**config.mk**
```make
export PLATFORM = sky130hd
export DESIGN_NAME = multicycle_ctrl
export DESIGN_NICKNAME = d
export VERILOG_FILES = /design/src/rtl/riscv_pkg.sv /design/src/rtl/instr_immdec.sv /design/src/rtl/multicycle_ctrl.sv
export SDC_FILE = /design/constraint.sdc
export NUM_CORES = 1
export LEC_CHECK = 0
export ABC_CLOCK_PERIOD_IN_PS = 1400
export CORE_UTILIZATION = 35
export DETAILED_ROUTE_END_ITERATION = 16
export GPL_ROUTABILITY_DRIVEN = 0
export PLACE_DENSITY = 0.69
export SYNTH_ARGS = -nofsm -noshare
export SYNTH_HDL_FRONTEND = slang
export SYNTH_HIERARCHICAL = 1
export SYNTH_SLANG_ARGS = --single-unit
```
**constraint.sdc**
```tcl
create_clock -name clk -period 1.4 [get_ports clk]
set_input_delay 0.42 -clock clk [delete_from_list [all_inputs] [get_ports clk]]
set_output_delay 0.42 -clock clk [all_outputs]
set_load 0.01 [all_outputs]
```
**src/rtl/riscv_pkg.sv**
```systemverilog
// Shared definitions for the multicycle RV32I core: controller state
// encoding, opcode constants and datapath select encodings.
package riscv_pkg;

    typedef enum logic [3:0] {
        S_FETCH    = 4'd0,
        S_DECODE   = 4'd1,
        S_MEMADR   = 4'd2,
        S_MEMREAD  = 4'd3,
        S_MEMWB    = 4'd4,
        S_MEMWRITE = 4'd5,
        S_EXECR    = 4'd6,
        S_EXECI    = 4'd7,
        S_ALUWB    = 4'd8,
        S_BEQ      = 4'd9,
        S_JAL      = 4'd10,
        S_FAULT    = 4'd11
    } state_t;

    localparam logic [6:0] OP_LW  = 7'b0000011;
    localparam logic [6:0] OP_SW  = 7'b0100011;
    localparam logic [6:0] OP_R   = 7'b0110011;
    localparam logic [6:0] OP_I   = 7'b0010011;
    localparam logic [6:0] OP_BEQ = 7'b1100011;
    localparam logic [6:0] OP_JAL = 7'b1101111;

    localparam logic [2:0] F3_BEQ = 3'b000;
    localparam logic [2:0] F3_BNE = 3'b001;

    localparam logic [1:0] RES_ALUOUT    = 2'b00;
    localparam logic [1:0] RES_DATA      = 2'b01;
    localparam logic [1:0] RES_ALURESULT = 2'b10;

    localparam logic [1:0] SRCA_PC    = 2'b00;
    localparam logic [1:0] SRCA_OLDPC = 2'b01;
    localparam logic [1:0] SRCA_RS1   = 2'b10;

    localparam logic [1:0] SRCB_RS2  = 2'b00;
    localparam logic [1:0] SRCB_IMM  = 2'b01;
    localparam logic [1:0] SRCB_FOUR = 2'b10;

    localparam logic [1:0] ALUOP_ADD   = 2'b00;
    localparam logic [1:0] ALUOP_SUB   = 2'b01;
    localparam logic [1:0] ALUOP_FUNCT = 2'b10;

    localparam logic [1:0] IMM_I = 2'b00;
    localparam logic [1:0] IMM_S = 2'b01;
    localparam logic [1:0] IMM_B = 2'b10;
    localparam logic [1:0] IMM_J = 2'b11;

endpackage

```
**src/rtl/instr_immdec.sv**
```systemverilog
// Opcode to immediate-format decoder; purely combinational.
module instr_immdec
    import riscv_pkg::*;
(
    input  logic [6:0] op_i,
    output logic [1:0] imm_src_o
);

    // Map opcode to immediate format; unknown opcodes default to I.
    always_comb begin
        imm_src_o = IMM_I;
        case (op_i)
            OP_LW, OP_I: imm_src_o = IMM_I;
            OP_SW:       imm_src_o = IMM_S;
            OP_BEQ:      imm_src_o = IMM_B;
            OP_JAL:      imm_src_o = IMM_J;
            default:     imm_src_o = IMM_I;
        endcase
    end

endmodule

```
**src/rtl/multicycle_ctrl.sv**
```systemverilog
// Main control FSM of the multicycle RV32I core.
// Optional macro MC_BNE_EN: branch state also executes bne (funct3=001)
// and branches with any other funct3 trap in DECODE.
module multicycle_ctrl
    import riscv_pkg::*;
#(
    parameter int unsigned WAIT_LIMIT = 0,
    parameter int unsigned CNT_W      = 8
) (
    input  logic       clk,
    input  logic       reset,
    input  logic [6:0] op,
    input  logic [2:0] funct3,
    input  logic       Zero,
    input  logic       mem_ready,
    output logic       PCWrite,
    output logic       AdrSrc,
    output logic       MemWrite,
    output logic       IRWrite,
    output logic [1:0] ResultSrc,
    output logic [1:0] ALUSrcA,
    output logic [1:0] ALUSrcB,
    output logic [1:0] ALUOp,
    output logic [1:0] ImmSrc,
    output logic       RegWrite,
    output logic       fault
);

    state_t           state_q, state_d;
    logic [CNT_W-1:0] wait_cnt_q, wait_cnt_d;
    logic             fault_q, fault_d;
    logic             timeout;
    logic             wait_state;
    logic             branch_taken;
    logic             branch_legal;

`ifdef MC_BNE_EN
    assign branch_taken = (funct3 == F3_BNE) ? ~Zero : Zero;
    assign branch_legal = (funct3 == F3_BEQ) || (funct3 == F3_BNE);
`else
    logic unused_funct3;
    assign unused_funct3 = ^funct3;
    assign branch_taken  = Zero;
    assign branch_legal  = 1'b1;
`endif

    // Timeout fires on the cycle the wait count would reach WAIT_LIMIT.
    generate
        if (WAIT_LIMIT > 0) begin : g_timeout
            assign timeout = (wait_cnt_q == CNT_W'(WAIT_LIMIT - 1));
        end else begin : g_no_timeout
            assign timeout = 1'b0;
        end
    endgenerate

    assign wait_state = (state_q == S_FETCH) || (state_q == S_MEMREAD) ||
                        (state_q == S_MEMWRITE);

    instr_immdec u_immdec (
        .op_i      (op),
        .imm_src_o (ImmSrc)
    );

    // State, wait counter and sticky fault registers.
    always_ff @(posedge clk) begin
        if (reset) begin
            state_q    <= S_FETCH;
            wait_cnt_q <= '0;
            fault_q    <= 1'b0;
        end else begin
            state_q    <= state_d;
            wait_cnt_q <= wait_cnt_d;
            fault_q    <= fault_d;
        end
    end

    // Next-state and Moore outputs; strobes qualified by mem_ready/Zero.
    always_comb begin
        state_d   = state_q;
        PCWrite   = 1'b0;
        AdrSrc    = 1'b0;
        MemWrite  = 1'b0;
        IRWrite   = 1'b0;
        ResultSrc = RES_ALUOUT;
        ALUSrcA   = SRCA_PC;
        ALUSrcB   = SRCB_RS2;
        ALUOp     = ALUOP_ADD;
        RegWrite  = 1'b0;
        case (state_q)
            S_FETCH: begin
                ALUSrcB   = SRCB_FOUR;
                ResultSrc = RES_ALURESULT;
                IRWrite   = mem_ready;
                PCWrite   = mem_ready;
                if (mem_ready)    state_d = S_DECODE;
                else if (timeout) state_d = S_FAULT;
            end
            S_DECODE: begin
                ALUSrcA = SRCA_OLDPC;
                ALUSrcB = SRCB_IMM;
                case (op)
                    OP_LW, OP_SW: state_d = S_MEMADR;
                    OP_R:         state_d = S_EXECR;
                    OP_I:         state_d = S_EXECI;
                    OP_BEQ:       state_d = branch_legal ? S_BEQ : S_FAULT;
                    OP_JAL:       state_d = S_JAL;
                    default:      state_d = S_FAULT;
                endcase
            end
            S_MEMADR: begin
                ALUSrcA = SRCA_RS1;
                ALUSrcB = SRCB_IMM;
                state_d = op[5] ? S_MEMWRITE : S_MEMREAD;
            end
            S_MEMREAD: begin
                AdrSrc = 1'b1;
                if (mem_ready)    state_d = S_MEMWB;
                else if (timeout) state_d = S_FAULT;
            end
            S_MEMWB: begin
                ResultSrc = RES_DATA;
                RegWrite  = 1'b1;
                state_d   = S_FETCH;
            end
            S_MEMWRITE: begin
                AdrSrc   = 1'b1;
                MemWrite = 1'b1;
                if (mem_ready)    state_d = S_FETCH;
                else if (timeout) state_d = S_FAULT;
            end
            S_EXECR: begin
                ALUSrcA = SRCA_RS1;
                ALUOp   = ALUOP_FUNCT;
                state_d = S_ALUWB;
            end
            S_EXECI: begin
                ALUSrcA = SRCA_RS1;
                ALUSrcB = SRCB_IMM;
                ALUOp   = ALUOP_FUNCT;
                state_d = S_ALUWB;
            end
            S_ALUWB: begin
                RegWrite = 1'b1;
                state_d  = S_FETCH;
            end
            S_BEQ: begin
                ALUSrcA = SRCA_RS1;
                ALUOp   = ALUOP_SUB;
                PCWrite = branch_taken;
                state_d = S_FETCH;
            end
            S_JAL: begin
                ALUSrcA = SRCA_OLDPC;
                ALUSrcB = SRCB_FOUR;
                PCWrite = 1'b1;
                state_d = S_ALUWB;
            end
            S_FAULT: state_d = S_FAULT;
            default: state_d = S_FAULT;
        endcase
        // A reset cycle must never commit architectural state.
        if (reset) begin
            PCWrite  = 1'b0;
            IRWrite  = 1'b0;
            MemWrite = 1'b0;
            RegWrite = 1'b0;
        end
    end

    // Wait counter restarts on every state change and counts stalled cycles.
    always_comb begin
        wait_cnt_d = wait_cnt_q;
        if (state_d != state_q)
            wait_cnt_d = '0;
        else if (wait_state && !mem_ready && (WAIT_LIMIT != 0))
            wait_cnt_d = wait_cnt_q + 1'b1;
    end

    assign fault_d = fault_q | (state_d == S_FAULT);
    assign fault   = fault_q;

endmodule

```
==> results of run 1 <==
cells in the final DEF (no fill, tap or decap), types with 3 or more instances in the layout:
master	netlist	routed
inv_1	6	3
buf_4	2	25
dlygate4sd2_1	0	4
nor3_2	0	4
dfxtp_4	0	4
nor2_1	9	5
nor2_4	0	3
nand2_1	7	4
nand2_2	0	3
clkbuf_4	0	3
a21oi_2	0	5
buf_6	1	23
buf_2	4	15
nand2b_4	1	3
inv_2	0	3
a21oi_1	10	4
final timing paths:
kind | start | to | slack [ps]
max | state_q[0] | PCWrite | -350
max reg2reg | state_q[2] | fault | -240
min reg2reg | fault | fault | 480
min | fault | fault | 480
kinds of logic after synthesis:
kind of cell    count (synthesis)  share of synthesized area (%)
simple gates                   41                           38.4
mux                             1                           1.61
compound gates                 22                           25.1
flops                           5                           16.1
xor+xnor                        4                           5.62
buf+inv                        14                           11.6
fa+ha+maj                       1                           1.61
routing by layer:
metal / vias to the layer above / share of wire [%] / track usage [%] / wire length (um)
li1: 440 / - / - / -
met4: 0 / 2.0 / 12.7 / 59
met3: 6 / 5.1 / 3.27 / 154
met5: - / 0 / 0 / 0
met2: 42 / 52 / 45.0 / 1560
met1: 469 / 41 / 31.2 / 1240
worst max-delay path: stages (launching register included):
cell,delay (ps)
dfxtp_4,350
buf_6,130
nor2_4,110
nand2_2,60
a21oi_2,140
a21oi_2,50
nor3_2,100
buf_2,150
metrics by stage:
stage                     total power [uW]  utilization [%]
after global routing                  2490             88.7
final                                 2370             88.7
after CTS                             1980             78.5
after global placement                1630             70.7
after detailed placement              1650             70.7
after floorplan                       1050                -
power by group through the flow:
stage | logic, uW | clock network, uW | registers [uW]
finish | 1920 | 172 | 285
floorplan | 832 | 0 | 214
global route | 2020 | 187 | 288
global placement | 1330 | 0 | 292
detailed placement | 1360 | 0 | 291
CTS | 1520 | 180 | 287
sequential cells by signal (all words and copies together), names as in the netlist:
register,count
fault,1
state_q,4
what timing repair did:
item / 4_1_cts / 5_1_grt
resized for setup: 124 / 33
buffers inserted: 7 / 10
pin swaps: 13 / 10
setup endpoints to repair: 21 / 19
cloned: 1 / 0
layout make-up:
class                           count  area [um^2]
Tap cell                           16         20.0
Timing Repair Buffer               68          577
Inverter                            6         22.5
Clock buffer                        4         26.3
Fill cell                          83          178
Multi-Input combinational cell     69          638
Sequential cell                     5          115
==> flow_summary.toml, run 1 <==
[sta]
holdWs_ps = 484
worst_slew_pin_slew_ps = 324
fmax_ghz = 0.572
relSlewSlack_pct = 78.4
setup_viol_count_final = 20
rsz0062_at_grt = "true"
fin_setup_tns_ps = -3990
clock_skew_ps = 5.24
timing.final.ws_setup_ps = -347
slew_viol_final = 0
hold_viol = 0
fin_crit_sh_pct = 125
min_period_ps = 1750

[global_route]
grt_pass1_wl_um = 3730
antenna_found_initial = 0
grt_usage_pct = 25.9
first_global_vias = 843
grt_max_degree = 11
grt-ovfl-total = 0

[die]
io_pins = 30
start_util_pct = 39.5
rows = 14
fp.dieArea_um2 = 1950
core_area_um2 = 1580
dieWidth_um = 44.2
die_y_um = 44.2

[synthesis]
synthArstFlopShare_pct = 0
yosys.area.top_type = "dfxtp_1"
synth-edff-count = 0
syn-cell-area_um2 = 623
synth_area_leaders = "dfxtp_1 (16%), a21oi_1 (8.0%), nor2_1 (5.4%), nand2_1 (4.2%), xnor2_1 (4.2%)"
synth_most_common_cell = "a21oi_1"
syn_avg_cell_area_um2 = 7.08
synth-seq-cells = 5
yosysUniqueCellTypes = 38
yosys.area.top_type_share_pct = 16.1
synth_ff_type = "dfxtp_1"
syn_nets = 102
synth_commonest_cells = "a21oi_1 (10), nor2_1 (9), nand2_1 (7)"
syn_inst = 88
yosysSeqAreaShare_pct = 16.1
yosysWarningCount = 6

[placed_design]
port_buffers = 26
place_inst = 148
dp_hpwl_um = 1520
dp_slack_ps = -942
place_area_um2 = 1110

[cts]
cts_buffers = 3
cts_max_path_buffers = 2
cts_tree = "yes"
htreeDepth = 1
root_buffer = "clkbuf_4"
hold_buffers = 0
clk_latency_ps = 250
clkSinkCount = 5
clkTransAtPathRegs_ps = 50

[setup_path]
r2r_cells = 7
worstPathRequired_ps = 980
cp-end-kind = "output port"
path_class = "reg -> out"
crit_fanout = 5
crit_path_start_kind = "flip-flop"
arrival_ps = 1330

[route]
drtPass1Iterations = 4
via_per_inst = 5.70
wl_per_cell_um = 18.0
num_vias = 957
drcViolationCount = 0
drtIter0Drc = 34
wl_um = 3020
ant_nets = 0

[outcome]
violations = "negative setup slack"
status = "finished with violations"

[min_path]
hold_depth = 2
hold_path_class = "reg -> reg"

[pwr]
p_sw_uw = 1020
p_sw_share_pct = 42.8
powerDensity_nw_per_um2 = 1700
leakagePower_uw = 0.000638
intPower_uw = 1360
power_frac_clock_pct = 7.2
pwr-share-comb_pct = 80.8
vdd_drop_max_uv = 1320
power_frac_seq_pct = 12.0

[layout]
nets = 167
fin_cells = 168
fin_area_um2 = 1400
area_growth_pct = 124
n_antenna_cell = 0
layout-drive-gt1-share_pct = 75.0

[run]
drv_cap = 0
Note: power is estimated with default switching activity, not from simulation.
==> run 2, diff against run 1 <==
--- a/config.mk
+++ b/config.mk
@@ -7,6 +7,7 @@
 export LEC_CHECK = 0
 export ABC_CLOCK_PERIOD_IN_PS = 1400
 export CORE_UTILIZATION = 35
+export CTS_CLUSTER_SIZE = 8
 export DETAILED_ROUTE_END_ITERATION = 16
 export GPL_ROUTABILITY_DRIVEN = 0
 export PLACE_DENSITY = 0.69
==> results of run 2 <==
Final layout, timing and power as in run 1 (identical DEF).
==> run 3, diff against run 2 <==
--- a/config.mk
+++ b/config.mk
@@ -6,11 +6,13 @@
 export NUM_CORES = 1
 export LEC_CHECK = 0
 export ABC_CLOCK_PERIOD_IN_PS = 1400
-export CORE_UTILIZATION = 35
+export CORE_MARGIN = 3
+export CORE_UTILIZATION = 36
 export CTS_CLUSTER_SIZE = 8
 export DETAILED_ROUTE_END_ITERATION = 16
 export GPL_ROUTABILITY_DRIVEN = 0
-export PLACE_DENSITY = 0.69
+export PLACE_DENSITY = 0.71
+export SLEW_MARGIN = 20
 export SYNTH_ARGS = -nofsm -noshare
 export SYNTH_HDL_FRONTEND = slang
 export SYNTH_HIERARCHICAL = 1
==> flow_summary.toml, run 3 (synthesized netlist as in run 1, its figures left out) <==
[cts]
clkTransAtPathRegs_ps = 40
root_buffer = "clkbuf_4"
clkSinkCount = 5
hold_buffers = 0
cts_buffers = 3
cts_tree = "yes"
clk_latency_ps = 240
htreeDepth = 1
cts_max_path_buffers = 2

[layout]
mostFrequentLayoutCell = "buf_6"
top_register = "state_q"
area_growth_pct = 111
layout-drive-gt1-share_pct = 67.6
largest_reg_flops = 4
nFillCells = 99
n_antenna_cell = 0
layout_common_cells = "buf_6 (24), buf_4 (20), buf_2 (16)"
nets = 163

[route]
ant_nets = 0
wl_per_cell_um = 16.4
drtPass1Iterations = 4
num_vias = 926
drcViolationCount = 0
via_per_inst = 5.65
wl_um = 2680
drtIter0Drc = 17

[sta]
min_period_ps = 1740
hold_viol = 0
clock_skew_ps = 0.614
rsz0062_at_grt = "true"
timing.final.ws_setup_ps = -344
worst_slew_pin_slew_ps = 404
fin_crit_sh_pct = 125
slew_viol_final = 0
setup_viol_count_final = 17
relSlewSlack_pct = 72.8
fmax_ghz = 0.573
holdWs_ps = 488

[global_route]
grt_max_degree = 9
grt_usage_pct = 22.1
antenna_found_initial = 0
grt-ovfl-total = 0
first_global_vias = 791
grt_pass1_wl_um = 3560

[pwr]
power_frac_seq_pct = 14.5
powerDensity_nw_per_um2 = 1600
pwr-share-comb_pct = 77.9
p_sw_uw = 915
p_sw_share_pct = 43.6
vdd_drop_max_uv = 1100
leakagePower_uw = 0.000609
power_frac_clock_pct = 7.6
intPower_uw = 1180

[die]
rows = 14
fp.dieArea_um2 = 2270
die_y_um = 47.6
io_pins = 30
start_util_pct = 40.0
core_area_um2 = 1560
dieWidth_um = 47.6

[setup_path]
path_class = "reg -> reg"
worstPathRequired_ps = 1550
crit_path_start = "state_q[0]"
crit-reg2reg-launch = "state_q[0]"
cp-end-kind = "flip-flop"
crit_path_start_kind = "flip-flop"
crit_fanout = 5
arrival_ps = 1890

[min_path]
hold_path_class = "reg -> reg"
hp-start = "fault"

[placed_design]
dp_slack_ps = -933
port_buffers = 26
dp_hpwl_um = 1600

[outcome]
status = "finished with violations"
violations = "negative setup slack"

[run]
drv_cap = 0
-- run 3: changes by cell type in the layout (fill, tap and decap cells not counted), sizes merged --
cell and change:
buf -4
-- run 3: per-layer routing --
metal	up-vias	track usage [%]	part of all wire [%]
met5	-	0	0
met4	0	8.60	2.7
met3	8	1.88	2.8
met2	27	37.2	53
met1	457	29.0	41
li1	434	-	-
-- run 3: path summary, 6_finish.rpt --
path / endpoint / slack (ps) / cells after the start
setup / recovery: fault / -340 / 6
hold / removal: fault / 490 / 2
setup reg to reg: fault / -340 / 6
hold reg to reg: fault / 490 / 2
-- run 3: stage by stage --
step	util (%)	std cells	TNS [ps]	total power, uW	cell area, um^2
final	84.2	164	-3760	2100	1310
after global routing	84.2	164	-4870	2230	1310
after global placement	70.7	148	-12210	1570	1100
after floorplan	-	88	-400	1050	699
after detailed placement	70.7	148	-12700	1610	1100
after CTS	77.4	160	-3540	1870	1210
-- run 3: power groups by stage --
stage                     Clock, uW  Combinational (uW)  Sequential [uW]
after floorplan                   0                 832              214
after global placement            0                1270              295
after detailed placement          0                1310              299
after CTS                       168                1410              295
after global routing            181                1740              309
final                           160                1630              304
-- run 3: worst max-delay path: stages (launching register included) --
cell and delay, ps:
dfxtp_4 370, buf_6 130, buf_4 140, nor4_1 410, a21oi_1 100, o21a_2 250
o32ai_2 250
-- run 3: layout make-up --
class	count	area [um^2]	share of cell area, %
timing repair buffer	64	536	40.8
inverter	6	25.0	1.91
tap	16	20.0	1.53
sequential	5	115	8.77
multi-input combinational	69	591	45.0
clock buffer	4	26.3	2.00
-- run 3: timing repair --
item                       in CTS  in global routing
gates cloned                    0                  0
resized for setup             124                 21
pin swaps                      17                  7
setup buffers                   8                  4
setup endpoints to repair      21                 19
